[config.mk]
export PLATFORM = sky130hd
export DESIGN_NAME = dispatch_buffer4
export DESIGN_NICKNAME = d
export VERILOG_FILES = /design/src/rtl/dispatch_buffer4_pkg.sv /design/src/rtl/dispatch_buffer4_uop_update.sv /design/src/rtl/dispatch_buffer4.sv
export SDC_FILE = /design/constraint.sdc
export NUM_CORES = 1
export LEC_CHECK = 0
export BUFFER_PORTS_ARGS = -buffer_cell sky130_fd_sc_hd__buf_2
export CAP_MARGIN = 20
export CORE_MARGIN = 2
export CORE_UTILIZATION = 65
export DETAILED_ROUTE_END_ITERATION = 10
export GPL_TIMING_DRIVEN = 0
export PLACE_DENSITY = 0.87
export SYNTH_ARGS = -nofsm -noshare
export SYNTH_HDL_FRONTEND = slang
export SYNTH_SLANG_ARGS = --single-unit
[constraint.sdc]
create_clock -name i_clk -period 9.8 [get_ports i_clk]
set_clock_uncertainty 0.2 [all_clocks]
set_input_delay 0.49 -clock i_clk [delete_from_list [all_inputs] [get_ports i_clk]]
set_output_delay 0.49 -clock i_clk [all_outputs]
set_load 0.005 [all_outputs]
[src/rtl/dispatch_buffer4_pkg.sv]
// dispatch_buffer4 shared package: field widths, offsets, unpack convention.
// Shared with queue4in1 / issue_slot; optional feature macro DISPBUF_SKIP_DEAD_EN.
package dispatch_buffer4_pkg;

    localparam int W_UOP    = 7;
    localparam int DEF_WREG = 3;
    localparam int DEF_WTAG = 3;
    localparam int DEF_WBRM = 3;

    // Low fields sit at fixed offsets regardless of parameterisation.
    localparam int P1_OFF  = 0;
    localparam int P2_OFF  = 1;
    localparam int VAL_OFF = 2;
    localparam int PR1_OFF = 3;

    function automatic int inst_width(input int wr, input int wt, input int wb);
        return W_UOP + wb + wt + 3 * wr + 3;
    endfunction

    function automatic int pr2_off(input int wr);
        return 3 + wr;
    endfunction

    function automatic int prd_off(input int wr);
        return 3 + 2 * wr;
    endfunction

    function automatic int tag_off(input int wr);
        return 3 + 3 * wr;
    endfunction

    function automatic int brm_off(input int wr, input int wt);
        return 3 + 3 * wr + wt;
    endfunction

    function automatic int uop_off(input int wr, input int wt, input int wb);
        return 3 + 3 * wr + wt + wb;
    endfunction

    // Unpack view of one instruction at default widths, MSB first.
    typedef struct packed {
        logic [W_UOP-1:0]    uop;
        logic [DEF_WBRM-1:0] brm;
        logic [DEF_WTAG-1:0] tag;
        logic [DEF_WREG-1:0] prd;
        logic [DEF_WREG-1:0] pr2;
        logic [DEF_WREG-1:0] pr1;
        logic                val;
        logic                p2;
        logic                p1;
    } inst_t;

endpackage

[src/rtl/dispatch_buffer4_uop_update.sv]
// dispbuf_uop_update: combinational wakeup and branch-kill of one instruction.
// Used by dispatch_buffer4 (feature macro DISPBUF_SKIP_DEAD_EN lives in the top).
module dispbuf_uop_update
    import dispatch_buffer4_pkg::*;
#(
    parameter  int WIDTH_REG = DEF_WREG,
    parameter  int WIDTH_TAG = DEF_WTAG,
    parameter  int WIDTH_BRM = DEF_WBRM,
    localparam int WIDTH     = inst_width(WIDTH_REG, WIDTH_TAG, WIDTH_BRM)
) (
    input  logic [WIDTH-1:0]       i_inst,
    input  logic [4*WIDTH_REG-1:0] i_wdest4x,
    input  logic [WIDTH_BRM-1:0]   i_BrKill,
    output logic [WIDTH-1:0]       o_inst
);

    localparam int PR2_O = pr2_off(WIDTH_REG);
    localparam int BRM_O = brm_off(WIDTH_REG, WIDTH_TAG);

    logic [WIDTH_REG-1:0] pr1;
    logic [WIDTH_REG-1:0] pr2;
    logic [WIDTH_REG-1:0] lane;
    logic [WIDTH_BRM-1:0] brm;
    logic                 hit1;
    logic                 hit2;

    // Match both sources against every live writeback lane, then apply kill.
    always_comb begin
        pr1    = i_inst[PR1_OFF +: WIDTH_REG];
        pr2    = i_inst[PR2_O +: WIDTH_REG];
        brm    = i_inst[BRM_O +: WIDTH_BRM];
        hit1   = 1'b0;
        hit2   = 1'b0;
        lane   = '0;
        for (int k = 0; k < 4; k++) begin
            lane = i_wdest4x[k*WIDTH_REG +: WIDTH_REG];
            if (lane != '0) begin
                if (lane == pr1) hit1 = 1'b1;
                if (lane == pr2) hit2 = 1'b1;
            end
        end
        o_inst = i_inst;
        if (hit1) o_inst[P1_OFF] = 1'b1;
        if (hit2) o_inst[P2_OFF] = 1'b1;
        if ((brm & i_BrKill) != '0) o_inst[VAL_OFF] = 1'b0;
    end

endmodule

[src/rtl/dispatch_buffer4.sv]
// dispatch_buffer4: 4-wide group FIFO between rename and queue4in1.
// DISPBUF_SKIP_DEAD_EN: auto-pop head groups whose lanes are all killed.
module dispatch_buffer4
    import dispatch_buffer4_pkg::*;
#(
    parameter  int WIDTH_REG = DEF_WREG,
    parameter  int WIDTH_TAG = DEF_WTAG,
    parameter  int WIDTH_BRM = DEF_WBRM,
    parameter  int DEPTH     = 4,
    localparam int WIDTH     = inst_width(WIDTH_REG, WIDTH_TAG, WIDTH_BRM),
    localparam int CW        = $clog2(DEPTH) + 1,
    localparam int PW        = $clog2(DEPTH)
) (
    input  logic                   i_clk,
    input  logic                   i_rst_n,
    input  logic [WIDTH-1:0]       i_inst1,
    input  logic [WIDTH-1:0]       i_inst2,
    input  logic [WIDTH-1:0]       i_inst3,
    input  logic [WIDTH-1:0]       i_inst4,
    input  logic                   i_valid,
    output logic                   o_ready,
    output logic [WIDTH-1:0]       o_inst1,
    output logic [WIDTH-1:0]       o_inst2,
    output logic [WIDTH-1:0]       o_inst3,
    output logic [WIDTH-1:0]       o_inst4,
    output logic                   o_valid,
    input  logic                   i_ready,
    input  logic [4*WIDTH_REG-1:0] i_wdest4x,
    input  logic [WIDTH_BRM-1:0]   i_BrKill,
    output logic [CW-1:0]          o_count
);

    localparam logic [CW-1:0] FULL = CW'(DEPTH);

    logic [WIDTH-1:0] mem    [DEPTH][4];
    logic [WIDTH-1:0] upd    [DEPTH][4];
    logic [WIDTH-1:0] in_raw [4];
    logic [WIDTH-1:0] in_upd [4];
    logic [WIDTH-1:0] head   [4];

    logic [PW-1:0] rp;
    logic [PW-1:0] wp;
    logic [CW-1:0] count;
    logic          non_empty;
    logic          push;
    logic          pop;
    logic          skip;

    assign in_raw[0] = i_inst1;
    assign in_raw[1] = i_inst2;
    assign in_raw[2] = i_inst3;
    assign in_raw[3] = i_inst4;

    for (genvar d = 0; d < DEPTH; d++) begin : g_st
        for (genvar l = 0; l < 4; l++) begin : g_ln
            dispbuf_uop_update #(
                .WIDTH_REG (WIDTH_REG),
                .WIDTH_TAG (WIDTH_TAG),
                .WIDTH_BRM (WIDTH_BRM)
            ) u_upd (
                .i_inst    (mem[d][l]),
                .i_wdest4x (i_wdest4x),
                .i_BrKill  (i_BrKill),
                .o_inst    (upd[d][l])
            );
        end
    end

    for (genvar l = 0; l < 4; l++) begin : g_in
        dispbuf_uop_update #(
            .WIDTH_REG (WIDTH_REG),
            .WIDTH_TAG (WIDTH_TAG),
            .WIDTH_BRM (WIDTH_BRM)
        ) u_upd (
            .i_inst    (in_raw[l]),
            .i_wdest4x (i_wdest4x),
            .i_BrKill  (i_BrKill),
            .o_inst    (in_upd[l])
        );
    end

    assign non_empty = (count != '0);

    // Head view reuses the stored-path update; val forced low when empty.
    always_comb begin
        for (int l = 0; l < 4; l++) begin
            head[l] = upd[rp][l];
            if (!non_empty) head[l][VAL_OFF] = 1'b0;
        end
    end

`ifdef DISPBUF_SKIP_DEAD_EN
    logic head_live;
    assign head_live = head[0][VAL_OFF] | head[1][VAL_OFF]
                     | head[2][VAL_OFF] | head[3][VAL_OFF];
    assign skip      = non_empty && !head_live;
    assign o_valid   = non_empty && head_live;
`else
    assign skip      = 1'b0;
    assign o_valid   = non_empty;
`endif

    assign o_inst1 = head[0];
    assign o_inst2 = head[1];
    assign o_inst3 = head[2];
    assign o_inst4 = head[3];
    assign o_ready = (count != FULL);
    assign o_count = count;
    assign push    = i_valid && o_ready;
    assign pop     = (o_valid && i_ready) || skip;

    // Storage absorbs wakeup/kill every cycle; push overwrites at wp.
    always_ff @(posedge i_clk) begin
        if (!i_rst_n) begin
            for (int d = 0; d < DEPTH; d++) begin
                for (int l = 0; l < 4; l++) begin
                    mem[d][l] <= '0;
                end
            end
        end else begin
            for (int d = 0; d < DEPTH; d++) begin
                for (int l = 0; l < 4; l++) begin
                    mem[d][l] <= upd[d][l];
                end
            end
            if (push) begin
                for (int l = 0; l < 4; l++) begin
                    mem[wp][l] <= in_upd[l];
                end
            end
        end
    end

    // Pointers and occupancy; reset wins over push and pop.
    always_ff @(posedge i_clk) begin
        if (!i_rst_n) begin
            rp    <= '0;
            wp    <= '0;
            count <= '0;
        end else begin
            if (push) wp <= wp + PW'(1);
            if (pop)  rp <= rp + PW'(1);
            unique case ({push, pop})
                2'b10:   count <= count + CW'(1);
                2'b01:   count <= count - CW'(1);
                default: count <= count;
            endcase
        end
    end

endmodule

==> reports/results.ini <==
[synth]
synth_ff_type=edfxtp_1
ys_ff_latch=407
netlist.area_leader.share=0.4310
yosys_warnings=0
netlist_instances=2177
ys_types=55
syn_area_sq_mm=0.02453
synth_seq_area_share=0.4759
netlist_top_cells_area=edfxtp_1, and3_1, xor2_1, mux4_2, xnor2_1
synth_edf_count=352
async_reset_ff_frac=0
synth_area_leader_cell=edfxtp_1
syn_nets=2302
syn_area_per_cell_sq_um=11.27

[finish]
drive_above_1_share=0.1982
finalNetCount=2545
fillCellCount=2459
final_cell_mix=and3_1, edfxtp_1, buf_2
fin_cells=2967
fin_area_sq_mm=0.02758
final_common_cell=and3_1
area_growth_pct=12.46

[timing]
setup_tns_ns=0
hold_violations=0
slew_headroom=0.1916
worst_slew_pin_slew_ns=1.203
finalCritPeriodShare=0.4302
fmax_mhz=237.2
setup_viol=0
drv_slew=0
post-route-min-period_ns=4.216
rsz0062_at_grt=false

[setup_path]
slowest_stage=clkbuf_1
worst-r2r-cell-count=8
cp.required_ns=9.89
worstSetupEndpointType=register
cp_common_cell=clkbuf_1
arrival_ns=4.31
worst-r2r-setup-slack_ns=5.58
r2r-start=o_count[0]$_SDFFE_PN0P_
r2r-end=mem[2][58]$_DFFE_PP_
crit_path_start=o_count[0]$_SDFFE_PN0P_
crit_path_max_fanout=54
endpoint=mem[2][58]$_DFFE_PP_
crit_chain=inv_1 > nand3_1 > and3_1 > clkbuf_1 > nand2_1 > clkbuf_1 > nand2_4 > buf_12
cpPeakStageDelay_ns=0.94
cp-start-kind=register
worstSetupPathType=reg2reg

[placed_design]
io_buffer_count=195
place_area_sq_mm=0.02629
globalplace.congestion=1.017
dpl.hpwl_um=61250
dp.cells=2888

[clocking]
clockRootBuffer=clkbuf_16
htree_levels=2
post-cts-setup-buffers=0
cts_resized=0
cts.sinks=407
cts_hold_buffers=0
clk_latency_ns=0.57
cts_tree=yes
numCtsBuffers=41
clk_pin_slew_ns=0.07
cts_buffer_depth=3

[global_routing]
grt-ovfl-total=0
groute.layer.met1.usage=0.6050
grt_max_degree=56
grt_pass1_wl_um=131200
met3_usage=0.1184
met2_usage=0.6995
grt_busiest_layer=met2
antenna_found_initial=6
grt_pass1_vias=20691
track_usage=0.4602

[routing]
wl_per_cell_um=30.69
route.vias.total=21409
first_iter_violations=3874
drcViolationCount=0
antenna_left=0
wirelength_um=91070
dr.pass1.iters=6
routed_via_density=7.216

[pwr]
vdd_drop_max_v=0.0002281
power.leakage_nw=11.42
power_density_mw_per_mm2=200.1

[floorplanning]
start_util=0.6558
die_y_um=198.3
die_area_sq_mm=0.03930
io_pins=224
core_sq_mm=0.03740
fp.dieW_um=198.3
row_count=71

[min_path]
hp-class=in2reg

[job]
cap_violations=0

[run_status]
status=finished clean

where the power goes:
part	switching, W	internal, W	leakage [nW]
clock	0.000705	0.000839	0.614
sequential	0.0000586	0.00207	4.11
combinational	0.00113	0.000715	6.69
total	0.00190	0.00362	11.4
cell families (layout without fill, tap and decap cells):
group	count (synthesis)	count (layout)	synth area share
AO/OA/AOI/OAI	227	227	0.06239
flip-flops	407	407	0.4759
adder cells (fa/ha/maj)	6	6	0.003367
buffers and inverters	324	599	0.05974
XOR/XNOR	405	405	0.1446
multiplexers	92	92	0.08244
AND/OR/NAND/NOR	716	716	0.1716
other	0	4	0
worst max-delay path: cells and delay by family (launching register included):
kind	cells	cell delay [ns]
and+or+nand+nor	4	1.69
buffers and inverters	4	1.67
DFF	1	0.34
area by class of cell:
cell class | instances | area (sq um) | area share
Tap cell | 511 | 639.4 | 0.02318
Clock buffer | 58 | 1130 | 0.04096
Antenna cell | 4 | 10.01 | 0.0003629
Inverter | 7 | 26.28 | 0.0009526
Timing Repair Buffer | 200 | 1091 | 0.03956
Multi-Input combinational cell | 1446 | 11420 | 0.4140
Sequential cell | 407 | 11670 | 0.4232
Clock inverter | 17 | 155.1 | 0.005625
Buffer | 317 | 1439 | 0.05217
Yosys cell counts, types with 6 or more instances:
| master | instances |
|---|---|
| and2_1 | 11 |
| nand2_1 | 74 |
| edfxtp_1 | 352 |
| o31ai_1 | 7 |
| o2111ai_1 | 6 |
| nor2_1 | 19 |
| dfxtp_1 | 55 |
| nand4_1 | 40 |
| buf_1 | 49 |
| buf_4 | 22 |
| nand3_1 | 41 |
| a21oi_1 | 26 |
| o21ai_1 | 8 |
| a22oi_1 | 20 |
| o41ai_1 | 16 |
| xnor2_1 | 165 |
| buf_2 | 69 |
| mux4_2 | 88 |
| a41oi_1 | 7 |
| nor4_1 | 42 |
| nor3_1 | 56 |
| nor4_2 | 6 |
| a211oi_1 | 37 |
| and3_1 | 366 |
| xor2_1 | 240 |
| clkbuf_1 | 153 |
| o21ai_0 | 44 |
| clkbuf_2 | 16 |
| or4_1 | 7 |
| inv_1 | 7 |
| or3_1 | 37 |
| buf_6 | 8 |
| a22o_1 | 8 |
| o22ai_1 | 23 |
flip-flops by register name (all words and copies together), names as in the netlist:
name / cells
rp: 2
mem: 400
wp: 2
o_count: 3
per-stage QoR:
stage / setup WS (ns) / hold WS [ns] / power (W) / utilization
finish: 5.584 / 0.05125 / 0.005518 / 0.7375
global placement: 3.389 / 0.2732 / 0.003867 / 0.6990
detailed placement: 5.919 / 0.2898 / 0.003914 / 0.7029
CTS: 5.791 / 0.04497 / 0.005417 / 0.7372
floorplan: 5.791 / 0.2604 / 0.003232 / -
global route: 5.593 / 0.06154 / 0.005627 / 0.7373
worst min-delay path by stage:
stage          depth (start not counted)               start  slack [ns]              endpoint
6_report                               2         i_inst1[14]        0.05  mem[3][89]$_DFFE_PP_
5_1_grt                                2         i_inst1[14]        0.06  mem[3][89]$_DFFE_PP_
4_1_cts                                2         i_inst1[14]        0.04  mem[3][89]$_DFFE_PP_
3_5_place_dp                           2   mem[1][1]$_DFF_P_        0.29     mem[1][1]$_DFF_P_
3_3_place_gp                           2  mem[1][26]$_DFF_P_        0.27    mem[1][26]$_DFF_P_
2_1_floorplan                          2  mem[1][25]$_DFF_P_        0.26    mem[1][25]$_DFF_P_
layer usage:
metal | routed length, um | up-vias | share of wire
met5 | 99 | - | 0.0011
met4 | 6011 | 5 | 0.066
met3 | 14140 | 505 | 0.16
met2 | 40360 | 2150 | 0.44
met1 | 30470 | 10248 | 0.33
li1 | - | 8501 | -
Power figures use the tool's default switching activity.
